===== config.mk =====
export PLATFORM = sky130hd
export DESIGN_NAME = l2_arbiter
export DESIGN_NICKNAME = d
export VERILOG_FILES = /design/src/rtl/l2_arbiter.sv
export SDC_FILE = /design/constraint.sdc
export NUM_CORES = 1
export LEC_CHECK = 0
export ABC_AREA = 1
export CAP_MARGIN = 20
export CORE_AREA = 2 2 296 298
export CTS_CLUSTER_DIAMETER = 50
export DETAILED_ROUTE_END_ITERATION = 7
export DIE_AREA = 0 0 298 300
export SETUP_SLACK_MARGIN = 0.5
export SLEW_MARGIN = 20
export SYNTH_ARGS = -nofsm -noshare
export SYNTH_HDL_FRONTEND = slang
export SYNTH_SLANG_ARGS = --single-unit

===== constraint.sdc =====
create_clock -name clk -period 2.2 [get_ports clk]
set_clock_uncertainty 0.05 [all_clocks]
set_input_delay 0.44 -clock clk [delete_from_list [all_inputs] [get_ports clk]]
set_output_delay 0.44 -clock clk [all_outputs]
set_load 0.05 [all_outputs]

===== src/rtl/l2_arbiter.sv =====
// l2_arbiter: round-robin wishbone arbiter sharing the L2 between the L1 I-cache and D-cache.
// One line transaction is granted at a time, and a one-cycle gap follows every completed grant.
module l2_arbiter #(
    parameter int ADDR_W = 12,
    parameter int DATA_W = 128,
    parameter int SEL_W  = 16
) (
    input  logic              clk,
    input  logic              rst,
    input  logic              i_cyc,
    input  logic              i_stb,
    input  logic              i_we,
    input  logic [ADDR_W-1:0] i_adr,
    input  logic [DATA_W-1:0] i_dat_m,
    input  logic [SEL_W-1:0]  i_sel,
    output logic              i_ack,
    output logic              i_rty,
    input  logic              d_cyc,
    input  logic              d_stb,
    input  logic              d_we,
    input  logic [ADDR_W-1:0] d_adr,
    input  logic [DATA_W-1:0] d_dat_m,
    input  logic [SEL_W-1:0]  d_sel,
    output logic              d_ack,
    output logic              d_rty,
    output logic [DATA_W-1:0] dat_s,
    output logic              s_cyc,
    output logic              s_stb,
    output logic              s_we,
    output logic [ADDR_W-1:0] s_adr,
    output logic [DATA_W-1:0] s_dat_m,
    output logic [SEL_W-1:0]  s_sel,
    input  logic [DATA_W-1:0] s_dat_s,
    input  logic              s_ack,
    input  logic              s_rty,
    output logic [15:0]       conflict_count
);
    typedef enum logic [1:0] {IDLE, GNT_I, GNT_D, GAP} state_t;

    state_t      r_state, w_next;
    logic        r_pri;
    logic [15:0] r_conflict_count;
    logic        w_req_i, w_req_d, w_gi, w_gd, w_conflict, w_unused;

    assign w_req_i    = i_cyc & i_stb;
    assign w_req_d    = d_cyc & d_stb;
    assign w_gi       = r_state == GNT_I;
    assign w_gd       = r_state == GNT_D;
    assign w_conflict = (r_state == IDLE) & w_req_i & w_req_d;
    assign w_unused   = s_rty;

    always_comb begin
        w_next = r_state;
        case (r_state)
            IDLE:    w_next = w_conflict ? (r_pri ? GNT_I : GNT_D) :
                              w_req_d ? GNT_D : w_req_i ? GNT_I : IDLE;
            GNT_I:   w_next = !i_cyc ? IDLE : s_ack ? GAP : GNT_I;
            GNT_D:   w_next = !d_cyc ? IDLE : s_ack ? GAP : GNT_D;
            default: w_next = IDLE;
        endcase
    end

    always_ff @(posedge clk) begin
        if (rst) begin
            r_state          <= IDLE;
            r_pri            <= 1'b0;
            r_conflict_count <= '0;
        end else begin
            r_state <= w_next;
            if (i_ack) r_pri <= 1'b0;
            if (d_ack) r_pri <= 1'b1;
            if (w_conflict) r_conflict_count <= r_conflict_count + 16'd1;
        end
    end

    // An acknowledge only reaches the master that is granted and still holding its cycle
    assign i_ack   = w_gi & i_cyc & s_ack;
    assign d_ack   = w_gd & d_cyc & s_ack;
    assign i_rty   = w_req_i & !i_ack;
    assign d_rty   = w_req_d & !d_ack;
    assign dat_s   = (w_gi | w_gd) ? s_dat_s : '0;
    assign s_cyc   = w_gi ? i_cyc   : w_gd ? d_cyc   : 1'b0;
    assign s_stb   = w_gi ? i_stb   : w_gd ? d_stb   : 1'b0;
    assign s_we    = w_gi ? i_we    : w_gd ? d_we    : 1'b0;
    assign s_adr   = w_gi ? i_adr   : w_gd ? d_adr   : '0;
    assign s_dat_m = w_gi ? i_dat_m : w_gd ? d_dat_m : '0;
    assign s_sel   = w_gi ? i_sel   : w_gd ? d_sel   : '0;
    assign conflict_count = r_conflict_count;
endmodule

==> flow_metrics.tcl <==
set metrics [dict create \
    total_power_uw 7670 \
    grt_pass1_vias 9345 \
    row_count 108 \
    final_cell_mix "444 x clkdlybuf4s50_1, 316 x buf_12, 177 x nand2_1" \
    dpl.cell_count 2865 \
    placed_area_um2 17300 \
    cp.required_ns 1.71 \
    wl_per_cell_um 22.1 \
    finalSetupViolations 226 \
    synth_seq_area_share 0.0886 \
    ys_seq_elements 19 \
    drtPass1Iterations 4 \
    vias 9518 \
    p_leak_uw 0.00911 \
    syn-cell-area_um2 4290 \
    die_w_um 298 \
    path_class "reg -> out" \
    peakVddDrop_mv 0.230 \
    path_max_fanout 14 \
    hold_violations 0 \
    via_per_inst 3.24 \
    numCtsBuffers 3 \
    dieHeight_um 300 \
    synth_area_per_cell_um2 4.50 \
    layout_commonest_cell "clkdlybuf4s50_1" \
    critPathArrivalTime_ns 1.79 \
    pre_cts_ws_ns -0.115 \
    clkSinkCount 19 \
    clockBufferDepth 2 \
    min_path_type "reg -> reg" \
    cts-hold-fix-buffers 0 \
    post_layout_nonfiller_instances 2940 \
    status "complete, but fails checks" \
    synth_cell_types 27 \
    htree_levels 1 \
    finalCriticalPeriod_ns 2.28 \
    grt_max_degree 27 \
    clk_pin_slew_ns 0.06 \
    cts_tree "built" \
    drt_iter0_drc 425 \
    drc 0 \
    hold_depth 2 \
    tightestPinTransition_ns 0.545 \
    portBuffers 755 \
    cts_root_buffer "clkbuf_16" \
    drtAntennaViolNets 0 \
    fp.dieArea_um2 89400 \
    critPathCaptureType "output pin" \
    layout_setup_ws_ns -0.0753 \
    antenna_found_initial 14 \
    finalCritPeriodShare 1.03 \
    n_fill_cell 9184 \
    coreArea_um2 86200 \
    rsz0062_at_grt "true" \
    insertion_delay_ns 0.26 \
    grt_first_pass_wirelength_mm 78.6 \
    start_kind "flip-flop" \
    final_layout_size_suffix_gt1_frac 0.565 \
    synth_nets 1410 \
    slew_headroom 0.636 \
    grt-ovfl-total 0 \
    start_util 0.0498 \
    nNetsFinal 2239 \
    clock.fmax_ghz 0.440 \
    syn_inst 955 \
    ff2ff_path_depth 11 \
    num_io_pins 757 \
    dp_hpwl_mm 50.6 \
    maxCapViolations 0 \
    yosys_warnings 0 \
    fin_area_um2 21100 \
    failed_checks "setup timing" \
    report.final.slew_viol_count 0 \
    final_util 0.245 \
    wl_mm 64.9 \
    place.gp.congestion 0.846 \
    power.density_nw_per_um2 363 \
    grt_util_all_layers 0.127 \
    layout-area-overhead-vs-synth_pct 392 \
]
## power breakdown
part	switching, µW	total (µW)	leakage [µW]	internal (µW)
combinational	3580	6920	0.00891	3340
sequential	5.44	354	0.000155	349
clock	149	394	0.0000409	244
total	3740	7670	0.00911	3930
## through the flow
step           hold WS, ns  TNS (ns)
6_report             0.449     -6.70
4_1_cts              0.453     -9.82
3_5_place_dp         0.439     -2.28
5_1_grt              0.488    -25.18
2_1_floorplan        0.394         0
3_3_place_gp         0.423     -1.55
## layout make-up
class,count,area [µm²],share of cell area
inverter,153,797,0.0377
sequential,19,385,0.0182
tap,1155,1450,0.0684
clock buffer,3,75.1,0.00355
clock inverter,1,5.00,0.000237
antenna,2,5.00,0.000237
multi-input combinational,714,5440,0.258
timing repair buffer,893,13000,0.614
## logic make-up after synthesis
logic type	Yosys count	share of synthesized area
buffers and inverters	222	0.206
XOR/XNOR	2	0.00408
AO/OA/AOI/OAI	19	0.0233
AND/OR/NAND/NOR	688	0.663
flip-flops	19	0.0886
adder cells (fa/ha/maj)	5	0.0146
## what timing repair did
item | in CTS | in global routing
pin swaps | 23 | 96
resized for setup | 241 | 445
setup buffers | 19 | 10
setup endpoints to repair | 321 | 320
gates cloned | 19 | 21
## synthesized netlist by cell type
master | number | area [µm²]
nand2_1 | 477 | 1790
nand3_1 | 174 | 871
inv_1 | 152 | 571
buf_2 | 32 | 160
clkbuf_1 | 31 | 116
nor2_1 | 25 | 93.8
dfxtp_1 | 19 | 380
a21oi_1 | 10 | 50.1
o21ai_0 | 6 | 30.0
ha_1 | 5 | 62.6
buf_1 | 4 | 15.0
nor2_2 | 3 | 18.8
a31oi_1 | 2 | 12.5
xor2_1 | 2 | 17.5
and3_1 | 1 | 6.26
buf_4 | 1 | 7.51
buf_6 | 1 | 11.3
inv_2 | 1 | 3.75
nand2_2 | 1 | 6.26
nand2_4 | 1 | 11.3
nand3_2 | 1 | 10.0
nand4_1 | 1 | 6.26
nor2_4 | 1 | 11.3
nor3_1 | 1 | 5.00
nor3b_2 | 1 | 12.5
o21bai_1 | 1 | 7.51
or2_2 | 1 | 6.26
## sequential cells by signal (all words and copies together) (netlist names)
signal / count
conflict_count: 16
r_state: 2
r_pri: 1
## worst max-delay path, stage by stage (launching register included)
cell and delay [ns]:
dfxtp_2 0.35, buf_4 0.13, ha_4 0.16, buf_12 0.21
buf_6 0.26, nand3_2 0.11, nand2_2 0.12, buf_12 0.15
## final timing paths
kind	from	end	slack, ns
max	r_state[1]$_SDFF_PP0_	s_dat_m[80]	-0.08
max reg2reg	r_state[1]$_SDFF_PP0_	r_pri$_SDFFE_PP0P_	0.58
min reg2reg	conflict_count[13]$_SDFFE_PP0P_	conflict_count[13]$_SDFFE_PP0P_	0.45
min	conflict_count[13]$_SDFFE_PP0P_	conflict_count[13]$_SDFFE_PP0P_	0.45
## per-layer routing
metal / share of wire / GRT usage
met4: 0.012 / 0.0132
met2: 0.49 / 0.222
met1: 0.43 / 0.162
met3: 0.070 / 0.0314
met5: 0.00012 / 0
(Power assumes the default switching activity.)
